### src/rtl/apb_bridge_pkg.sv
// Shared definitions for the AHB-to-APB bridge controller: FSM state
// encoding and AHB response codes.
package apb_bridge_pkg;

  typedef enum logic [2:0] {
    ST_IDLE   = 3'd0,
    ST_WDATA  = 3'd1,
    ST_SETUP  = 3'd2,
    ST_ACCESS = 3'd3,
    ST_ERR1   = 3'd4,
    ST_ERR2   = 3'd5
  } state_t;

  localparam logic [1:0] HRESP_OKAY  = 2'b00;
  localparam logic [1:0] HRESP_ERROR = 2'b01;

endpackage

### src/rtl/apb_wait_timer.sv
// APB ACCESS-phase wait counter. Cleared when the bridge enters SETUP,
// counts every ACCESS cycle, and flags the last permitted ACCESS cycle.
// Only instantiated when APB_TIMEOUT_EN is defined.
module apb_wait_timer #(
  parameter int unsigned WAIT_MAX = 15
) (
  input  logic hclk,
  input  logic hresetn,
  input  logic clr,
  input  logic en,
  output logic expired
);

  // Counter holds 0..WAIT_MAX-1; the bridge leaves ACCESS once it hits the top.
  localparam int unsigned CNT_W = (WAIT_MAX < 2) ? 1 : $clog2(WAIT_MAX);
  localparam logic [CNT_W-1:0] LAST = CNT_W'(WAIT_MAX - 1);

  logic [CNT_W-1:0] cnt;

  // Count ACCESS cycles since the last SETUP entry.
  always_ff @(posedge hclk) begin
    if (!hresetn) begin
      cnt <= '0;
    end else if (clr) begin
      cnt <= '0;
    end else if (en && !expired) begin
      cnt <= cnt + CNT_W'(1);
    end
  end

  // Asserted during the WAIT_MAX-th ACCESS cycle.
  always_comb begin
    expired = en && (cnt == LAST);
  end

endmodule

### src/rtl/apb_bridge_ctrl.sv
// AHB-to-APB bridge controller. One transfer at a time: IDLE captures the
// request, WDATA picks up the AHB data phase for writes, then the APB
// SETUP/ACCESS phases run. Decode or slave errors produce the two-cycle
// AHB ERROR response (ERR1/ERR2).
// Optional build macro: APB_TIMEOUT_EN -- aborts ACCESS to ERR1 after
// WAIT_MAX cycles without pready.
module apb_bridge_ctrl
  import apb_bridge_pkg::*;
#(
  parameter int unsigned ADDR_W   = 32,
  parameter int unsigned DATA_W   = 32,
  parameter int unsigned NSLV     = 4,
  parameter int unsigned WAIT_MAX = 15
) (
  input  logic              hclk,
  input  logic              hresetn,
  input  logic              valid,
  input  logic              hwrite,
  input  logic [ADDR_W-1:0] haddr,
  input  logic [DATA_W-1:0] hwdata,
  input  logic [NSLV-1:0]   temp_sel,
  input  logic [DATA_W-1:0] prdata,
  input  logic              pready,
  input  logic              pslverr,
  output logic [NSLV-1:0]   psel,
  output logic              penable,
  output logic              pwrite,
  output logic [ADDR_W-1:0] paddr,
  output logic [DATA_W-1:0] pwdata,
  output logic [DATA_W-1:0] hrdata,
  output logic [1:0]        hresp,
  output logic              hready_out
);

  if (WAIT_MAX < 1) begin : g_bad_wait_max
    $error("apb_bridge_ctrl: WAIT_MAX must be at least 1");
  end

  state_t          state;
  state_t          state_nxt;
  logic [NSLV-1:0] sel_q;
  logic [NSLV-1:0] sel_src;
  logic            sel_onehot;
  logic            timeout;

  // Exactly one slave decoded: non-zero and no second bit set.
  always_comb begin
    sel_onehot = (temp_sel != '0) && ((temp_sel & (temp_sel - NSLV'(1))) == '0);
  end

  // Read transfers go IDLE->SETUP in one edge, so psel must come straight
  // from the decode input that edge rather than from the captured copy.
  always_comb begin
    sel_src = (state == ST_IDLE) ? temp_sel : sel_q;
  end

`ifdef APB_TIMEOUT_EN
  apb_wait_timer #(
    .WAIT_MAX(WAIT_MAX)
  ) u_wait_timer (
    .hclk   (hclk),
    .hresetn(hresetn),
    .clr    (state_nxt == ST_SETUP),
    .en     (state == ST_ACCESS),
    .expired(timeout)
  );
`else
  always_comb begin
    timeout = 1'b0;
  end
`endif

  // State register.
  always_ff @(posedge hclk) begin
    if (!hresetn) begin
      state <= ST_IDLE;
    end else begin
      state <= state_nxt;
    end
  end

  // Next-state logic and the state-decoded AHB response outputs.
  always_comb begin
    state_nxt  = state;
    hready_out = 1'b1;
    hresp      = HRESP_OKAY;
    case (state)
      ST_IDLE: begin
        if (valid) begin
          if (!sel_onehot) begin
            state_nxt = ST_ERR1;
          end else if (hwrite) begin
            state_nxt = ST_WDATA;
          end else begin
            state_nxt = ST_SETUP;
          end
        end
      end
      ST_WDATA: begin
        hready_out = 1'b0;
        state_nxt  = ST_SETUP;
      end
      ST_SETUP: begin
        hready_out = 1'b0;
        state_nxt  = ST_ACCESS;
      end
      ST_ACCESS: begin
        hready_out = 1'b0;
        if (pready) begin
          state_nxt = pslverr ? ST_ERR1 : ST_IDLE;
        end else if (timeout) begin
          state_nxt = ST_ERR1;
        end
      end
      ST_ERR1: begin
        hready_out = 1'b0;
        hresp      = HRESP_ERROR;
        state_nxt  = ST_ERR2;
      end
      ST_ERR2: begin
        hresp     = HRESP_ERROR;
        state_nxt = ST_IDLE;
      end
      default: begin
        state_nxt = ST_IDLE;
      end
    endcase
  end

  // Registered APB/AHB datapath: request capture, APB strobes, read return.
  always_ff @(posedge hclk) begin
    if (!hresetn) begin
      sel_q   <= '0;
      psel    <= '0;
      penable <= 1'b0;
      pwrite  <= 1'b0;
      paddr   <= '0;
      pwdata  <= '0;
      hrdata  <= '0;
    end else begin
      if (state == ST_IDLE && valid) begin
        sel_q  <= temp_sel;
        paddr  <= haddr;
        pwrite <= hwrite;
      end
      if (state == ST_WDATA) begin
        pwdata <= hwdata;
      end
      if (state == ST_ACCESS && pready && !pslverr && !pwrite) begin
        hrdata <= prdata;
      end
      // Strobes are driven from the upcoming state so they line up with it.
      psel    <= (state_nxt == ST_SETUP || state_nxt == ST_ACCESS) ? sel_src : '0;
      penable <= (state_nxt == ST_ACCESS);
    end
  end

endmodule

### config.mk
export PLATFORM = sky130hd
export DESIGN_NAME = apb_bridge_ctrl
export DESIGN_NICKNAME = d
export VERILOG_FILES = /design/src/rtl/apb_bridge_pkg.sv /design/src/rtl/apb_wait_timer.sv /design/src/rtl/apb_bridge_ctrl.sv
export SDC_FILE = /design/constraint.sdc
export NUM_CORES = 1
export LEC_CHECK = 0
export ABC_AREA = 1
export CELL_PAD_IN_SITES_DETAIL_PLACEMENT = 1
export CELL_PAD_IN_SITES_GLOBAL_PLACEMENT = 1
export CORE_MARGIN = 5
export CORE_UTILIZATION = 29
export DETAILED_ROUTE_END_ITERATION = 10
export GPL_TIMING_DRIVEN = 0
export PLACE_DENSITY_LB_ADDON = 0.1
export SETUP_SLACK_MARGIN = 0.5
export SLEW_MARGIN = 40
export SYNTH_ARGS = -nofsm -noshare
export SYNTH_HDL_FRONTEND = slang
export SYNTH_HIERARCHICAL = 1
export SYNTH_SLANG_ARGS = --single-unit
### constraint.sdc
create_clock -name hclk -period 2 [get_ports hclk]
set_input_delay 0.4 -clock hclk [delete_from_list [all_inputs] [get_ports hclk]]
set_output_delay 0.4 -clock hclk [all_outputs]
set_load 0.1 [all_outputs]
==> out/results.ini, run 1 <==
[synth]
postSynth.topFlopCell = sky130_fd_sc_hd__dfxtp_1
synth_top_family_by_area = compound AO/OA/AOI/OAI gates
netlist-cell-type-count = 28
synth.area.top_cells = sky130_fd_sc_hd__dfxtp_1 54%, sky130_fd_sc_hd__a21oi_1 8.6%, sky130_fd_sc_hd__nand2_1 8.6%, sky130_fd_sc_hd__nor2_1 6.8%, sky130_fd_sc_hd__o21ai_0 4.3%
synthSimpleGateAreaFrac_pct = 17.9
synth.mux.area_fraction_pct = 0
syn-num-nets = 615
synth-xor-area-share_pct = 0
number_of_flops_mapped_to_enable_cells_by_yosys = 0
synth_most_common_cell = sky130_fd_sc_hd__dfxtp_1
ys.warnings.count = 6
ys_seq_elements = 109
synth_top_area_share_pct = 54.2
post_synth_most_frequent_cells = 109 x sky130_fd_sc_hd__dfxtp_1, 92 x sky130_fd_sc_hd__nand2_1, 73 x sky130_fd_sc_hd__nor2_1, 69 x sky130_fd_sc_hd__a21oi_1, 46 x sky130_fd_sc_hd__inv_1
synth.avg_cell_area_sq_um = 7.91
synth_compound_area_share_pct = 18.2
synthCells = 509
synth-adder-area-share_pct = 0
synth_top_cell_by_area = sky130_fd_sc_hd__dfxtp_1
syn_area_sq_um = 4030
ys_async_sr_fraction_pct = 0
sequential_element_share_of_the_synthesized_area_pct = 54.2

[power_and_ir_drop]
pwr_density_cell_nw_per_um2 = 1260
total_leakage_power_nw = 2.94
post-layout-total-power_mw = 8.60
vdd_drop_max_uv = 551

[drt]
route.antenna.remaining_nets = 0
routedWlPerCell_um = 15.8
detail_route.vias_per_cell = 4.52
drt-initial-drc-count = 134
route.vias.total = 4199
drc = 0
detailedRoute.firstPassIterationCount = 5
finalWirelength_um = 14700

[worst_setup_path]
critical_path.cell_chain = inv_6, nand2_4, nor2_4, nor4_4, buf_6
timing.critical_path.fanout_max = 4
worstPathBufferInverterCount = 2
setup.worst_path.start_class = flip-flop
crit_required_ps = 1600
critPathMaxStageDelay_ps = 380
cell_at_the_slowest_stage_of_the_critical_path = sky130_fd_sc_hd__dfxtp_4
endpoint_kind = output pin
timing.setup.critical_path_class = flip-flop to output pin
r2r_setup_slack_ps = 440
critPathTopFamily = simple AND/OR/NAND/NOR gates
cp_data_arrival_time_ps = 1450

[final_layout]
num-fill-cells = 1636
diodes = 0
layout-drive-gt1-share_pct = 28.3
syn_to_final_growth_pct = 69.6
nNetsFinal = 850
ff_latch_area_sq_um = 2190
multiInputGateArea_sq_um = 1630

[die]
die_footprint_sq_um = 16300
floorplan.initialDensity_pct = 29.2
boundaryPins = 211
dieHeight_um = 128
floorplan.core_area_sq_um = 13800
placementRows = 43
die_width_um = 128

[clock_network]
tritoncts_buffers = 9
cts-root-to-sink-buffers = 2
tritoncts = done
cts.sinks = 109
ctsHtreeMaxLevel = 3
path_clk_slew_ps = 70
later_pin_clock_latency_in_the_skew_report_ps = 350
clock-root-buffer = sky130_fd_sc_hd__clkbuf_16

[place]
final_hpwl_dp_um = 10700
port_buffers = 209
gp_congestion = 0.767

[global_routing]
grt_usage_pct = 17.2
global_route.overflow_total = 0
grt_start_max_net_pins = 17
grt_pass1_wl_um = 22600
number_of_global_route_vias_before_repair = 4416
grt_antenna_before_repair = 0

[timing]
slew_viol_final = 0
worst_clock_skew_ps = 7.77
final.setup.tns_ps = 0
hold_viol = 0
clock.fmax_mhz = 540
worst_slew_pin_slew_ps = 673
min_period_over_period_pct = 92.6
rsz0062_at_grt = true
slew-limit-headroom_pct = 55.1
final.min_clock_period_ps = 1850
setup_violations = 0

[run]
cap_viol_max_count = 0

[outcome]
status = completed

[worst_hold_path]
worstHoldPathType = flip-flop to flip-flop

-- worst reg2reg max path, stage by stage (launching register included) --
cell and delay [ps]:
sky130_fd_sc_hd__dfxtp_4 370, sky130_fd_sc_hd__inv_6 70, sky130_fd_sc_hd__nand2_4 50, sky130_fd_sc_hd__buf_4 140, sky130_fd_sc_hd__nor2_4 120, sky130_fd_sc_hd__buf_6 150, sky130_fd_sc_hd__nand3_4 150, sky130_fd_sc_hd__clkbuf_16 220
sky130_fd_sc_hd__o21ai_1 120, sky130_fd_sc_hd__a21oi_1 60
-- sequential cells by signal, summed over array words and instances (netlist names) --
signal	cells
hrdata	32
penable	1
psel	4
paddr	32
pwdata	32
sel_q	4
pwrite	1
state	3
-- area by class of cell --
class / count / share of cell area [%]
plain buffers: 31 / 3.39
clock buffers: 14 / 4.30
clock inverters: 2 / 0.549
inverters: 49 / 2.84
multi-input cells: 322 / 23.9
flip-flops and latches: 109 / 32.1
well taps: 180 / 3.30
repair buffers: 222 / 29.7
-- report_power, final --
part / internal (mW) / total, mW / switching, mW
clock: 1.14 / 1.93 / 0.790
sequential: 2.49 / 2.68 / 0.195
combinational: 0.960 / 3.98 / 3.02
total: 4.59 / 8.60 / 4.01
-- kinds of logic after synthesis --
| group | count (synthesis) |
|---|---|
| AO/OA/AOI/OAI | 141 |
| flip-flops | 109 |
| other | 1 |
| AND/OR/NAND/NOR | 178 |
| buffers and inverters | 80 |
-- placed cells by master, fill, tap and decap left out, types with 2 or more instances in the layout --
master,Yosys,final
sky130_fd_sc_hd__a21oi_1,69,65
sky130_fd_sc_hd__a21oi_2,1,5
sky130_fd_sc_hd__buf_2,8,9
sky130_fd_sc_hd__buf_4,7,114
sky130_fd_sc_hd__buf_6,7,7
sky130_fd_sc_hd__buf_8,0,4
sky130_fd_sc_hd__clkbuf_1,8,4
sky130_fd_sc_hd__clkbuf_16,0,13
sky130_fd_sc_hd__clkbuf_2,0,2
sky130_fd_sc_hd__clkbuf_4,0,3
sky130_fd_sc_hd__clkbuf_8,0,5
sky130_fd_sc_hd__clkdlybuf4s50_1,0,105
sky130_fd_sc_hd__dfxtp_1,109,105
sky130_fd_sc_hd__dfxtp_2,0,2
sky130_fd_sc_hd__dfxtp_4,0,2
sky130_fd_sc_hd__inv_1,46,46
sky130_fd_sc_hd__inv_4,0,2
sky130_fd_sc_hd__nand2_1,92,92
sky130_fd_sc_hd__nand3_1,2,2
sky130_fd_sc_hd__nand3_4,1,3
sky130_fd_sc_hd__nor2_1,73,71
sky130_fd_sc_hd__nor2_2,1,3
sky130_fd_sc_hd__nor2_4,2,2
sky130_fd_sc_hd__nor3_2,0,2
sky130_fd_sc_hd__o21ai_0,35,35
sky130_fd_sc_hd__o21ai_1,30,8
sky130_fd_sc_hd__o21ai_2,3,24
-- per-layer routing --
metal	global-route usage, %	wire [um]	vias up
li1	-	-	2094
met1	19.8	6040	1953
met2	29.7	7290	136
met3	7.29	1200	16
met4	4.00	171	0
met5	0	0	-
-- worst paths after layout --
path                            depth (start not counted)       start         end
worst max-delay path                                    5    state[2]  hready_out
worst min-delay path                                    2  hrdata[26]  hrdata[26]
worst max register to register                          9    state[2]  hrdata[19]
worst min register to register                          2  hrdata[26]  hrdata[26]
-- per-stage QoR --
stage	setup slack, ps	cell area (sq um)	hold slack [ps]	utilization [%]	instances
finish	148	6830	442	49.6	929
global route	86.1	6830	469	49.6	929
CTS	108	6500	449	47.2	917
detailed placement	-10.1	5850	435	42.5	898
global placement	-408	6370	430	46.3	898
floorplan	-15.7	4060	444	-	509
-- timing repair --
action                                  4_1_cts  5_1_grt
buffers inserted                              3        5
endpoints found under the setup margin      151       56
gates resized for setup                     116       47
hold buffers                                  0        0
pin swaps                                     2        3
cloned                                        0        7
Power figures use the tool's default switching activity.
==> run 2: changes to the inputs <==
--- a/config.mk
+++ b/config.mk
@@ -8,7 +8,6 @@
 export ABC_AREA = 1
 export CELL_PAD_IN_SITES_DETAIL_PLACEMENT = 1
 export CELL_PAD_IN_SITES_GLOBAL_PLACEMENT = 1
-export CORE_MARGIN = 5
 export CORE_UTILIZATION = 29
 export DETAILED_ROUTE_END_ITERATION = 10
 export GPL_TIMING_DRIVEN = 0
==> run 2 against run 1 <==
  * Sequential share of layout area grew 1.4 points
  * Highest routed layer unchanged
  * Fmax rose by 0.38%
  * Worst setup slack improved by 7.0 ps
  * First-iteration DRC count is 12% higher
  * Final area fell by 4.2%
  * Die area is 12% lower
  * Flip-flop and latch count unchanged
  * Wire length fell by 6.7%
  * Register-to-register slack better by 30 ps
==> out/results.ini, run 2 (synthesized netlist as in run 1, its figures left out) <==
[outcome]
status = completed  ; unchanged

[worst_setup_path]
worstReg2RegEnd = hrdata[27]  ; was hrdata[19]
worstPathBufferInverterCount = 2  ; unchanged
endpoint_kind = output pin  ; unchanged
r2r_setup_slack_ps = 470  ; was 440 ps
cp_num_cells = 5  ; unchanged
source_of_the_worst_register_to_register_timing_path = state[2]  ; unchanged
cell_at_the_slowest_stage_of_the_critical_path = sky130_fd_sc_hd__dfxtp_4  ; unchanged
critPathMaxStageDelay_ps = 370  ; was 380 ps
setup.worst_path.start_class = flip-flop  ; unchanged
critical_path.cell_chain = inv_4, nand2_4, nor2_4, nor4_4, buf_6  ; was inv_6, nand2_4, nor2_4, nor4_4, buf_6
critPathTopFamily = simple AND/OR/NAND/NOR gates  ; unchanged
crit_required_ps = 1600  ; about the same
timing.critical_path.fanout_max = 4  ; unchanged
timing.reg2reg.worst_path_depth = 9  ; unchanged
cp_data_arrival_time_ps = 1450  ; about the same
timing.setup.critical_path_class = flip-flop to output pin  ; unchanged

[worst_hold_path]
whs_path_depth = 2  ; unchanged
worst_hold_startpoint = hrdata[31]  ; was hrdata[26]
worstHoldPathType = flip-flop to flip-flop  ; unchanged
hold-path-endpoint = hrdata[31]  ; was hrdata[26]

[timing]
min_period_over_period_pct = 92.3  ; was 92.6%
final.setup.tns_ps = 0  ; unchanged
clock.fmax_mhz = 542  ; was 540 MHz
rsz0062_at_grt = true  ; unchanged
worst_clock_skew_ps = 5.87  ; was 7.77 ps
postLayoutSetupSlackWorst_ps = 155  ; was 148 ps
slew_viol_final = 0  ; unchanged
final.min_clock_period_ps = 1850  ; about the same
setup_violations = 0  ; unchanged
hold_viol = 0  ; unchanged

[power_and_ir_drop]
total_leakage_power_nw = 2.82  ; was 2.94 nW
comb_power_share_pct = 47.1  ; was 46.3%
pwr_density_cell_nw_per_um2 = 1280  ; was 1260 nW/um^2
power.share.clock_pct = 21.1  ; was 22.5%
power.internal_mw = 4.41  ; was 4.59 mW
vdd_drop_max_uv = 480  ; was 551 uV
proportion_of_total_power_due_to_net_switching_pct = 47.5  ; was 46.6%
post-layout-total-power_mw = 8.40  ; was 8.60 mW
p_sw_mw = 3.99  ; was 4.01 mW
share_seq_of_total_power_pct = 31.8  ; was 31.2%

[global_routing]
grt_usage_pct = 18.7  ; was 17.2%
grt_antenna_before_repair = 0  ; unchanged
global_route.overflow_total = 0  ; unchanged
grt_start_max_net_pins = 18  ; was 17
grt_pass1_wl_um = 21000  ; was 22600 um
number_of_global_route_vias_before_repair = 4193  ; was 4416

[drt]
drt-initial-drc-count = 150  ; was 134
drc = 0  ; unchanged
detailedRoute.firstPassIterationCount = 4  ; was 5
finalWirelength_um = 13700  ; was 14700 um
route.antenna.remaining_nets = 0  ; unchanged
routedWlPerCell_um = 14.9  ; was 15.8 um
route.vias.total = 4128  ; was 4199
detail_route.vias_per_cell = 4.49  ; was 4.52

[clock_network]
clock-root-buffer = sky130_fd_sc_hd__clkbuf_16  ; unchanged
later_pin_clock_latency_in_the_skew_report_ps = 350  ; about the same
tritoncts = done  ; unchanged
cts-root-to-sink-buffers = 2  ; unchanged
cts.sinks = 109  ; unchanged
tritoncts_buffers = 9  ; unchanged
path_clk_slew_ps = 70  ; about the same
ctsHtreeMaxLevel = 3  ; unchanged

[final_layout]
num-fill-cells = 1622  ; was 1636
final_common_cell = sky130_fd_sc_hd__buf_4  ; unchanged
diodes = 0  ; unchanged
syn_to_final_growth_pct = 62.6  ; was 69.6%
layout-drive-gt1-share_pct = 24.2  ; was 28.3%
reg_top3 = hrdata: 32 flops, paddr: 32 flops, pwdata: 32 flops  ; unchanged
final_cell_mix = 114 x sky130_fd_sc_hd__buf_4, 105 x sky130_fd_sc_hd__dfxtp_1, 105 x sky130_fd_sc_hd__clkdlybuf4s50_1, 92 x sky130_fd_sc_hd__nand2_1, 72 x sky130_fd_sc_hd__nor2_1  ; was 114 x sky130_fd_sc_hd__buf_4, 105 x sky130_fd_sc_hd__dfxtp_1, 105 x sky130_fd_sc_hd__clkdlybuf4s50_1, 92 x sky130_fd_sc_hd__nand2_1, 71 x sky130_fd_sc_hd__nor2_1
utilization_pct = 48.9  ; was 49.6%
nNetsFinal = 845  ; was 850

[place]
dpl_worst_slack_ps = -54.4  ; was -10.1 ps
gp_congestion = 0.794  ; was 0.767
final_hpwl_dp_um = 10300  ; was 10700 um
port_buffers = 209  ; unchanged

[die]
placementRows = 42  ; was 43
floorplan.initialDensity_pct = 30.1  ; was 29.2%
die_width_um = 120  ; was 128 um
floorplan.core_area_sq_um = 13400  ; was 13800 sq um
die_footprint_sq_um = 14400  ; was 16300 sq um
boundaryPins = 211  ; unchanged
dieHeight_um = 120  ; was 128 um

[run]
cap_viol_max_count = 0  ; unchanged

run 2: worst max path at each step:
| stage | start | slack, ps | end |
|---|---|---|---|
| 3_3_place_gp | state[2] | -420 | hready_out |
| 2_1_floorplan | state[2] | -20 | hready_out |
| 4_1_cts | state[2] | 130 | hready_out |
| 5_1_grt | state[2] | 80 | hready_out |
| 3_5_place_dp | hresetn | -50 | hrdata[27] |
| 6_report | state[2] | 150 | hready_out |
run 2: power groups by stage:
| stage | Sequential (mW) | Combinational [mW] | Clock (mW) |
|---|---|---|---|
| after floorplan | 4.70 | 0.905 | 0 |
| after global placement | 2.69 | 3.93 | 0 |
| after detailed placement | 2.70 | 3.70 | 0 |
| after CTS | 2.67 | 3.92 | 1.84 |
| after global routing | 2.71 | 4.14 | 1.93 |
| final | 2.67 | 3.95 | 1.77 |
run 2: stage by stage:
step / area, sq um / std cells / hold slack (ps)
2_1_floorplan: 4060 / 509 / 444
3_3_place_gp: 6370 / 894 / 430
3_5_place_dp: 5850 / 894 / 436
4_1_cts: 6460 / 914 / 450
5_1_grt: 6550 / 920 / 472
6_report: 6550 / 920 / 448
run 2: what timing repair did:
| item | in CTS | in global routing |
|---|---|---|
| pin swaps | 3 | 3 |
| buffers inserted | 4 | 4 |
| resized for setup | 114 | 15 |
| hold buffers | 0 | 0 |
| gates cloned | 0 | 2 |
| setup endpoints to repair | 153 | 38 |
run 2: layout make-up:
cell class	instances	area, sq um	share of cell area [%]
flip-flops and latches	109	2190	33.5
repair buffers	218	1930	29.4
multi-input cells	321	1510	23.0
clock buffers	9	225	3.44
well taps	176	220	3.36
plain buffers	31	218	3.33
inverters	49	194	2.96
clock inverters	7	66.3	1.01
run 2: worst register-to-register path, cell delays in order, from the launching register on:
cell and delay (ps):
sky130_fd_sc_hd__dfxtp_4 360, sky130_fd_sc_hd__inv_4 80, sky130_fd_sc_hd__nand2_4 60, sky130_fd_sc_hd__buf_4 150, sky130_fd_sc_hd__nor2_4 120, sky130_fd_sc_hd__buf_6 140, sky130_fd_sc_hd__nand3_4 130, sky130_fd_sc_hd__buf_6 200
sky130_fd_sc_hd__o21ai_1 130, sky130_fd_sc_hd__a21oi_1 60
run 2: routing by layer:
metal	global-route usage, %	vias to the layer above	routed length, um
li1	-	2082	-
met3	5.37	12	970
met1	22.2	1903	5890
met2	32.0	131	6660
met5	0	-	0
met4	6.88	0	207
==> run 3: changes to the inputs <==
--- a/config.mk
+++ b/config.mk
@@ -12,6 +12,7 @@
 export DETAILED_ROUTE_END_ITERATION = 10
 export GPL_TIMING_DRIVEN = 0
 export PLACE_DENSITY_LB_ADDON = 0.1
+export RECOVER_POWER = 25
 export SETUP_SLACK_MARGIN = 0.5
 export SLEW_MARGIN = 40
 export SYNTH_ARGS = -nofsm -noshare
==> run 3 against run 2 <==
  * Worst hold slack got worse by 0.76 ps
  * Non-clock buffer count did not move
  * Worst setup slack improved by 3.4 ps
  * Largest cell class unchanged
  * Critical endpoint unchanged
==> out/results.ini, run 3 (synthesized netlist as in run 1, its figures left out) <==
[final_layout]
utilization_pct = 47.9  ; was 48.9%
syn_to_final_growth_pct = 59.3  ; was 62.6%
layout-drive-gt1-share_pct = 23.8  ; was 24.2%
nNetsFinal = 845  ; unchanged
reg_top3 = hrdata: 32 flops, paddr: 32 flops, pwdata: 32 flops  ; unchanged
stdcell_area_sq_um = 6420  ; was 6550 sq um
final_cell_mix = 105 x sky130_fd_sc_hd__dfxtp_1, 104 x sky130_fd_sc_hd__clkdlybuf4s50_1, 92 x sky130_fd_sc_hd__nand2_1, 72 x sky130_fd_sc_hd__nor2_1, 69 x sky130_fd_sc_hd__a21oi_1  ; was 114 x sky130_fd_sc_hd__buf_4, 105 x sky130_fd_sc_hd__dfxtp_1, 105 x sky130_fd_sc_hd__clkdlybuf4s50_1, 92 x sky130_fd_sc_hd__nand2_1, 72 x sky130_fd_sc_hd__nor2_1
num-fill-cells = 1636  ; was 1622
final_common_cell = sky130_fd_sc_hd__dfxtp_1  ; was sky130_fd_sc_hd__buf_4

[worst_hold_path]
worstHoldPathType = flip-flop to flip-flop  ; unchanged
worst_hold_startpoint = hrdata[4]  ; was hrdata[31]
hold-path-endpoint = hrdata[4]  ; was hrdata[31]
whs_path_depth = 2  ; unchanged

[global_routing]
grt_usage_pct = 18.7  ; unchanged
grt_busiest_layer = met2  ; unchanged
gr-usage-met1_pct = 22.2  ; unchanged
grt_start_max_net_pins = 18  ; unchanged
use_met3_pct = 5.37  ; unchanged
number_of_global_route_vias_before_repair = 4193  ; unchanged
use_met2_pct = 32.0  ; unchanged
global_route.overflow_total = 0  ; unchanged
grt_pass1_wl_um = 21000  ; unchanged
grt_antenna_before_repair = 1  ; was 0

[place]
placed_area_sq_um = 5850  ; unchanged
final_hpwl_dp_um = 10300  ; unchanged
port_buffers = 209  ; unchanged
dpl_worst_slack_ps = -54.4  ; unchanged
gp_congestion = 0.794  ; unchanged

[worst_setup_path]
setup.worst_path.start_class = flip-flop  ; unchanged
source_of_the_worst_register_to_register_timing_path = state[2]  ; unchanged
timing.critical_path.fanout_max = 4  ; unchanged
timing.setup.critical_path_class = flip-flop to output pin  ; unchanged
crit_required_ps = 1600  ; about the same
timing.reg2reg.worst_path_depth = 8  ; was 9
r2r_setup_slack_ps = 230  ; was 470 ps
worstReg2RegEnd = paddr[24]  ; was hrdata[27]
endpoint_kind = output pin  ; unchanged
cp_data_arrival_time_ps = 1440  ; was 1450 ps

[drt]
detailedRoute.firstPassIterationCount = 4  ; unchanged
routedWlPerCell_um = 14.9  ; about the same
detail_route.vias_per_cell = 4.48  ; was 4.49
route.vias.total = 4125  ; was 4128
drc = 0  ; unchanged
drt-initial-drc-count = 139  ; was 150
finalWirelength_um = 13700  ; about the same
route.antenna.remaining_nets = 0  ; unchanged

[timing]
slew_viol_final = 0  ; unchanged
postLayoutSetupSlackWorst_ps = 158  ; was 155 ps
hold_viol = 0  ; unchanged
setup_violations = 0  ; unchanged
rsz0062_at_grt = true  ; unchanged
slew-limit-headroom_pct = 62.2
clock.fmax_mhz = 543  ; was 542 MHz
final.min_clock_period_ps = 1840  ; was 1850 ps
worst_slew_pin_slew_ps = 569
min_period_over_period_pct = 92.1  ; was 92.3%
worst_clock_skew_ps = 4.04  ; was 5.87 ps
final.setup.tns_ps = 0  ; unchanged

[clock_network]
ctsHtreeMaxLevel = 3  ; unchanged
tritoncts_buffers = 9  ; unchanged
path_clk_slew_ps = 70  ; about the same
cts.sinks = 109  ; unchanged
ctsHoldBuffers = 0  ; unchanged
tritoncts = done  ; unchanged
cts-root-to-sink-buffers = 2  ; unchanged
later_pin_clock_latency_in_the_skew_report_ps = 350  ; about the same
clock-root-buffer = sky130_fd_sc_hd__clkbuf_16  ; unchanged

[die]
dieHeight_um = 120  ; unchanged
floorplan.initialDensity_pct = 30.1  ; unchanged
floorplan.core_area_sq_um = 13400  ; unchanged
die_footprint_sq_um = 14400  ; unchanged
placementRows = 42  ; unchanged
boundaryPins = 211  ; unchanged
die_width_um = 120  ; unchanged

[power_and_ir_drop]
pwr_density_cell_nw_per_um2 = 1290  ; was 1280 nW/um^2
vdd_drop_max_uv = 477  ; was 480 uV
post-layout-total-power_mw = 8.29  ; was 8.40 mW
total_leakage_power_nw = 2.77  ; was 2.82 nW

[outcome]
status = completed  ; unchanged

[run]
cap_viol_max_count = 0  ; unchanged

==> run 3: cell types whose count changed in the layout (fill, tap and decap cells not counted), sizes merged <==
cell | previous run | this run
clkdlybuf4s50 | 105 | 104
clkinv | 6 | 5
diode | 0 | 1
clkbuf | 18 | 66
clkinvlp | 1 | 2
dlygate4sd3 | 0 | 1
buf | 135 | 87
==> run 3: final cells by class <==
| cell class | instances | area (sq um) | area share, % |
|---|---|---|---|
| buffer | 31 | 208 | 3.24 |
| timing repair buffer | 218 | 1810 | 28.3 |
| clock inverter | 7 | 66.3 | 1.03 |
| sequential | 109 | 2190 | 34.2 |
| clock buffer | 9 | 225 | 3.51 |
| antenna | 1 | 2.50 | 0.0390 |
| multi-input combinational | 321 | 1500 | 23.4 |
| inverter | 49 | 190 | 2.96 |
| tap | 176 | 220 | 3.43 |
==> run 3: power breakdown <==
part           switching [mW]  total (mW)  internal [mW]
Clock                   0.809        1.77          0.965
Sequential              0.183        2.67           2.49
Combinational            2.99        3.84          0.855
Total                    3.98        8.29           4.31
==> run 3: worst max path at each step <==
stage / to / depth (start not counted) / from / slack [ps]
after CTS: hready_out / 5 / state[2] / 130
after detailed placement: hrdata[27] / 5 / hresetn / -50
final: hready_out / 5 / state[2] / 160
after floorplan: hready_out / 4 / state[2] / -20
after global placement: hready_out / 5 / state[2] / -420
after global routing: paddr[28] / 8 / state[2] / 60
==> run 3: metrics by stage <==
stage          std cells  hold slack [ps]
5_1_grt              920              471
2_1_floorplan        509              444
3_3_place_gp         894              430
3_5_place_dp         894              436
6_report             921              447
4_1_cts              914              450
==> run 3: timing repair <==
action,in CTS,in global routing
cloned,0,2
pin swaps,3,3
resized for setup,114,15
buffers inserted,4,4
setup endpoints to repair,153,38
==> run 3: critical path, cell delays in order (launching register included) <==
cell and delay (ps):
sky130_fd_sc_hd__dfxtp_4 370, sky130_fd_sc_hd__inv_4 50, sky130_fd_sc_hd__nand2_4 70, sky130_fd_sc_hd__nor2_4 50, sky130_fd_sc_hd__nor4_4 280, sky130_fd_sc_hd__buf_6 260
==> run 3: per-layer routing <==
| layer | part of all wire [%] | vias to the layer above |
|---|---|---|
| li1 | - | 2083 |
| met5 | 0 | - |
| met4 | 1.5 | 0 |
| met1 | 43 | 1899 |
| met3 | 7.4 | 12 |
| met2 | 48 | 131 |
